**src/rtl/conv_matrix_printer.sv**
```systemverilog
// Streams a snapshotted ROWSxCOLS matrix of unsigned elements as decimal ASCII text
// to a byte-wide UART transmitter, then pulses print_done back to the engine.
module conv_matrix_printer #(
   parameter int ROWS = 8,
   parameter int COLS = 10,
   parameter int DW   = 16
) (
   input  logic                     clk,
   input  logic                     rst,
   input  logic                     print_enable,
   input  logic [ROWS*COLS*DW-1:0]  matrix_data,
   output logic                     print_done,
   output logic                     busy,
   output logic [7:0]               tx_data,
   output logic                     tx_start,
   input  logic                     tx_busy
);

   localparam int COL_W = (COLS > 1) ? $clog2(COLS) : 1;
   localparam int ROW_W = (ROWS > 1) ? $clog2(ROWS) : 1;

   typedef enum logic [2:0] {
      S_IDLE, S_CONVERT, S_SEND_DIGIT, S_SEND_SEP, S_SEND_CR, S_SEND_LF, S_DONE
   } state_t;

   typedef enum logic [1:0] {H_WAIT, H_RISE, H_FALL} hs_t;

   state_t                    r_state;
   state_t                    w_nextState;
   hs_t                       r_hs;
   logic                      r_riseCnt;
   logic                      r_armed;
   logic [ROWS*COLS*DW-1:0]   r_snap;
   logic [16:0]               r_rem;
   logic [2:0]                r_place;
   logic [3:0]                r_digCnt;
   logic [3:0]                r_digits [0:4];
   logic [2:0]                r_first;
   logic                      r_seenNz;
   logic [2:0]                r_dIdx;
   logic [COL_W-1:0]          r_col;
   logic [ROW_W-1:0]          r_row;

   logic                      w_start;
   logic                      w_inSend;
   logic                      w_txStart;
   logic                      w_byteDone;
   logic [16:0]               w_placeVal;
   logic                      w_canSub;
   logic                      w_convDone;
   logic                      w_lastCol;
   logic                      w_lastRow;
   logic                      w_loadNext;
   logic [7:0]                w_byte;

   function automatic logic [16:0] placeValue(input logic [2:0] p);
      case (p)
         3'd0:    placeValue = 17'd10000;
         3'd1:    placeValue = 17'd1000;
         3'd2:    placeValue = 17'd100;
         3'd3:    placeValue = 17'd10;
         default: placeValue = 17'd1;
      endcase
   endfunction

   assign w_start    = (r_state == S_IDLE) && print_enable && r_armed;
   assign w_inSend   = (r_state == S_SEND_DIGIT) || (r_state == S_SEND_SEP) ||
                       (r_state == S_SEND_CR)    || (r_state == S_SEND_LF);
   // tx_start is gated directly by tx_busy so it can never overlap a busy transmitter
   assign w_txStart  = w_inSend && (r_hs == H_WAIT) && !tx_busy;
   assign w_byteDone = w_inSend && (r_hs == H_FALL) && !tx_busy;
   assign w_placeVal = placeValue(r_place);
   assign w_canSub   = (r_rem >= w_placeVal);
   assign w_convDone = (r_state == S_CONVERT) && !w_canSub && (r_place == 3'd4);
   assign w_lastCol  = (r_col == COL_W'(COLS - 1));
   assign w_lastRow  = (r_row == ROW_W'(ROWS - 1));
   assign w_loadNext = w_byteDone &&
                       ((r_state == S_SEND_SEP) || ((r_state == S_SEND_LF) && !w_lastRow));

   always_ff @(posedge clk or posedge rst) begin
      if (rst) begin
         r_state <= S_IDLE;
      end else begin
         r_state <= w_nextState;
      end
   end

   always_comb begin
      w_nextState = r_state;
      case (r_state)
         S_IDLE:       if (w_start) w_nextState = S_CONVERT;
         S_CONVERT:    if (w_convDone) w_nextState = S_SEND_DIGIT;
         S_SEND_DIGIT: if (w_byteDone && (r_dIdx == 3'd4))
                          w_nextState = w_lastCol ? S_SEND_CR : S_SEND_SEP;
         S_SEND_SEP:   if (w_byteDone) w_nextState = S_CONVERT;
         S_SEND_CR:    if (w_byteDone) w_nextState = S_SEND_LF;
         S_SEND_LF:    if (w_byteDone) w_nextState = w_lastRow ? S_DONE : S_CONVERT;
         S_DONE:       w_nextState = S_IDLE;
         default:      w_nextState = S_IDLE;
      endcase
   end

   always_comb begin
      w_byte = 8'h00;
      case (r_state)
         S_SEND_DIGIT: w_byte = 8'h30 + {4'h0, r_digits[r_dIdx]};
         S_SEND_SEP:   w_byte = 8'h20;
         S_SEND_CR:    w_byte = 8'h0D;
         S_SEND_LF:    w_byte = 8'h0A;
         default:      w_byte = 8'h00;
      endcase
      tx_start   = w_txStart;
      tx_data    = w_txStart ? w_byte : 8'h00;
      busy       = (r_state != S_IDLE) && (r_state != S_DONE);
      print_done = (r_state == S_DONE);
   end

   // Byte handshake: wait idle, pulse start, wait for the rise (2-cycle timeout), wait for the fall
   always_ff @(posedge clk or posedge rst) begin
      if (rst) begin
         r_hs      <= H_WAIT;
         r_riseCnt <= 1'b0;
      end else if (!w_inSend) begin
         r_hs      <= H_WAIT;
         r_riseCnt <= 1'b0;
      end else begin
         case (r_hs)
            H_WAIT: if (w_txStart) begin
               r_hs      <= H_RISE;
               r_riseCnt <= 1'b0;
            end
            H_RISE: if (tx_busy || r_riseCnt) r_hs <= H_FALL;
                    else r_riseCnt <= 1'b1;
            H_FALL: if (!tx_busy) r_hs <= H_WAIT;
            default: r_hs <= H_WAIT;
         endcase
      end
   end

   always_ff @(posedge clk or posedge rst) begin
      if (rst) begin
         r_armed <= 1'b1;
      end else if (!print_enable) begin
         r_armed <= 1'b1;
      end else if (w_start) begin
         r_armed <= 1'b0;
      end
   end

   // The snapshot is consumed as a shift register so the current element is always its low word
   always_ff @(posedge clk or posedge rst) begin
      if (rst) begin
         r_snap   <= '0;
         r_rem    <= '0;
         r_place  <= '0;
         r_digCnt <= '0;
         r_first  <= 3'd4;
         r_seenNz <= 1'b0;
         r_dIdx   <= 3'd4;
         r_col    <= '0;
         r_row    <= '0;
         for (int i = 0; i < 5; i++) r_digits[i] <= '0;
      end else if (w_start) begin
         r_snap   <= matrix_data;
         r_rem    <= {1'b0, matrix_data[DW-1:0]};
         r_place  <= '0;
         r_digCnt <= '0;
         r_first  <= 3'd4;
         r_seenNz <= 1'b0;
         r_col    <= '0;
         r_row    <= '0;
      end else if (w_loadNext) begin
         r_snap   <= r_snap >> DW;
         r_rem    <= {1'b0, r_snap[2*DW-1:DW]};
         r_place  <= '0;
         r_digCnt <= '0;
         r_first  <= 3'd4;
         r_seenNz <= 1'b0;
         if (r_state == S_SEND_SEP) begin
            r_col <= r_col + 1'b1;
         end else begin
            r_col <= '0;
            r_row <= r_row + 1'b1;
         end
      end else if (r_state == S_CONVERT) begin
         if (w_canSub) begin
            r_rem    <= r_rem - w_placeVal;
            r_digCnt <= r_digCnt + 1'b1;
         end else begin
            r_digits[r_place] <= r_digCnt;
            r_digCnt          <= '0;
            if ((r_digCnt != 4'd0) && !r_seenNz) begin
               r_seenNz <= 1'b1;
               r_first  <= r_place;
            end
            if (r_place == 3'd4) begin
               r_dIdx <= r_first;
            end else begin
               r_place <= r_place + 1'b1;
            end
         end
      end else if ((r_state == S_SEND_DIGIT) && w_byteDone && (r_dIdx != 3'd4)) begin
         r_dIdx <= r_dIdx + 1'b1;
      end
   end

endmodule

```
**config.mk**
```make
export PLATFORM = sky130hd
export DESIGN_NAME = conv_matrix_printer
export DESIGN_NICKNAME = d
export VERILOG_FILES = /design/src/rtl/conv_matrix_printer.sv
export SDC_FILE = /design/constraint.sdc
export NUM_CORES = 2
export LEC_CHECK = 0
export BUFFER_PORTS_ARGS = -buffer_cell sky130_fd_sc_hd__buf_2
export CORE_AREA = 2 2 499 501
export DETAILED_ROUTE_END_ITERATION = 8
export DIE_AREA = 0 0 501 503
export MAX_ROUTING_LAYER = met4
export PLACE_DENSITY = 0.53
export SETUP_SLACK_MARGIN = 0.3
export SYNTH_ARGS = -nofsm -noshare
export SYNTH_HDL_FRONTEND = slang
export SYNTH_SLANG_ARGS = --single-unit
export TNS_END_PERCENT = 50
```
**constraint.sdc**
```tcl
create_clock -name clk -period 46.5 [get_ports clk]
set_input_delay 4.65 -clock clk [delete_from_list [all_inputs] [get_ports clk]]
set_output_delay 4.65 -clock clk [all_outputs]
set_load 0.01 [all_outputs]
```
==> impl_results.md <==
* Outcome: completed
* Worst min-delay path startpoint: r_digits[0]
* DR iter-0 viols at 5796
* Core area at 0.2471 mm²
* First-pass GRT wire length at 368.7 mm
* CTS Root Cell: clkbuf_16
* Final #Nets at 9552
* Library cells used by synthesis at 66
* Slew HR at 10.62%
* Power per cell area at 61.15 mW/mm²
* Top_reg_cell synth: dfrtp_1
* CTS Hold Bufs at 0
* Most frequent cells in the layout: 2543 x nand2_1, 1326 x dfrtp_1, 1292 x buf_2
* Max Slew Vio Count at 0
* Area of the multi-input gates at 0.02450 mm²
* DR WL met3 at 22.34 mm
* Max-cap violations at 0
* VDD IR max at 0.03852 mV
* # setup viols final at 0
* WL met1 at 105.2 mm
* Hold Fails Final Rpt at 0
* Hold/Removal Path Class: register to register
* Die H at 503 µm
* Finished Core Util at 30.31%
* Syn avg cell area at 8.274 µm²
* Die Wd at 501 µm
* Seq/Total Area, Yosys at 55.13%
* Vias in the first global route at 55850
* DR top layer: met4
* Final Non-Filler Cells at 11780
* Largest net degree at the start of global routing at 238
* Placer Congestion at 0.9139
* CTS buffer count at 163
* CTS tree: done
* Fill cells at 26620
* Post-synthesis register bit count at 1329
* Tightest Pin Transition at 1.341 ns
* Fin Setup TNS at 0 ns
* Initial core utilization at 24.42%
* # IOs at 1295
* Worst setup path start: print_enable
* Standard-cell rows at 183
* Commonest non-fill, non-tap cell in the layout: nand2_1
* Remaining DRCs at 0
* Routed vias at 57180
* Clk pin slew, worst setup/hold paths at 0.06 ns
* Area delta synth->final at 24.10%
* Sequential cell area at 0.03326 mm²
* Dpl cell area at 0.06899 mm²
* Inst Count DP at 11320
* CP required at 47.20 ns
* CP Launch Type: input port
* Kind of critical path: input port to register
* Final Cycle Share at 22.81%
* Met2 wire len at 119.4 mm
* Clk buf depth at 3
* Worst R2R Start: r_state[0]
* Routed Antenna Nets at 0
* H-tree Lvls at 4
* Detailed-placement wirelength estimate at 186.4 mm
* CTS resizes at 0
* RSZ-0062 raised after global routing: no
* Skew-Pair Late Insertion Delay at 0.82 ns
* Yosys top cell by area: dfrtp_1
* Clock tree sinks at 1329
* Static leakage at 0.03508 µW
* Overall Global Routing Usage at 20.01%
* Share of layout cells above drive strength 1 at 19.80%
* Initial antenna violation count at 207
* Final Cell Area at 0.07488 mm²
* Tmin final at 10.61 ns
* Tot Pwr at 4579 µW
* Setup bufs post-CTS at 0
* Yosys warnings at 0
* IO buf count at 1292
* 1st-pass router iterations at 8
* Area of the die at 0.2520 mm²
* WL/cell at 21.68 µm
* Crit-path max FO at 109
* Yosys top cell area share at 54.99%
* Number of enable flip-flop cells after synthesis at 0
* Synth top area cells: dfrtp_1 55%, nand2_1 16%, a31oi_1 13%
* CP Capture Type: register
* Synthesized area at 0.06034 mm²
* Cells after Synth at 7292
* Worst Clk Skew at 0.06162 ns
* CP arrival at 11.31 ns
* Async S/R FF share, synth at 100.0%
* Fmax achieved at 94.27 MHz
* Drt via density at 4.853
* GR Overflow Total at 0
* Overall routed net length at 255.4 mm
==> routing by layer <==
| metal | GRT usage (%) | up-vias |
|---|---|---|
| met5 | - | - |
| met4 | 6.774 | 0 |
| met3 | 6.162 | 394 |
| met2 | 31.46 | 2072 |
| met1 | 24.29 | 28130 |
| li1 | - | 26580 |
==> Yosys cell counts (all sizes together) (5+ instances only) <==
master / count
nor3: 9
o22ai: 8
mux2: 19
a21o: 8
a22o: 21
xnor2: 7
nand2: 2544
a31oi: 1255
dfrtp: 1326
buf: 184
xor2: 6
nand3: 20
o21ai: 40
nor2: 1285
inv: 19
a22oi: 5
ha: 24
a21oi: 32
clkbuf: 397
==> path summary, 6_finish.rpt <==
kind	slack (ns)	cells after the start	to
setup reg to reg	38.66	11	r_snap[714]
min in group asynchronous	3.93	2	r_snap[502]
max in group asynchronous	38.71	6	r_snap[245]
hold / removal	0.48	2	r_digits[0]
hold reg to reg	0.48	2	r_digits[0]
setup / recovery	35.89	11	r_snap[714]
==> logic make-up (layout without fill, tap and decap cells) <==
logic type,after synthesis,after routing,synth area share (%)
simple gates,3895,3895,24.52
flops,1329,1329,55.13
xor+xnor,13,13,0.2012
mux,26,26,0.5537
other cells,1,181,0.006215
fa+ha+maj,25,25,0.5309
buf+inv,601,1676,4.355
compound gates,1402,1402,14.71
==> critical path: stages <==
cell	delay, ns
buf_2	0.13
nand3_4	0.41
buf_4	0.71
buf_4	0.67
buf_4	0.83
buf_4	0.83
buf_4	0.77
buf_4	0.83
buf_4	0.92
nor2_1	0.10
a31oi_1	0.21
==> final cells by class <==
cell class | count | area share (%)
diodes | 179 | 0.5982
clock buffers | 245 | 6.326
clock inverters | 45 | 0.9457
inverters | 20 | 0.1103
multi-input cells | 5363 | 32.72
flip-flops and latches | 1329 | 44.42
well taps | 3237 | 5.409
repair buffers | 1366 | 9.478
==> sequential cells by signal, indices dropped and copies added (netlist names) <==
register / count
r_dIdx: 3
r_state: 3
r_row: 3
r_riseCnt: 1
r_col: 4
r_rem: 17
r_hs: 2
r_snap: 1264
r_digCnt: 4
r_first: 3
r_armed: 1
r_digits: 20
r_seenNz: 1
r_place: 3
==> power breakdown <==
| part | total (µW) | internal, µW | switching [µW] | leakage (µW) |
|---|---|---|---|---|
| logic | 1130 | 520 | 615 | 0.0175 |
| registers | 2140 | 1730 | 409 | 0.0149 |
| clock network | 1300 | 754 | 548 | 0.00264 |
| total | 4580 | 3010 | 1570 | 0.0351 |
==> through the flow <==
step / worst slack (ns) / hold slack, ns
2_1_floorplan: 4.391 / 0.4506
3_3_place_gp: 35.24 / 0.4689
3_5_place_dp: 35.17 / 0.4769
4_1_cts: 36.05 / 0.4897
5_1_grt: 35.34 / 0.5020
6_report: 35.89 / 0.4848
Note: power is estimated with default switching activity, not from simulation.
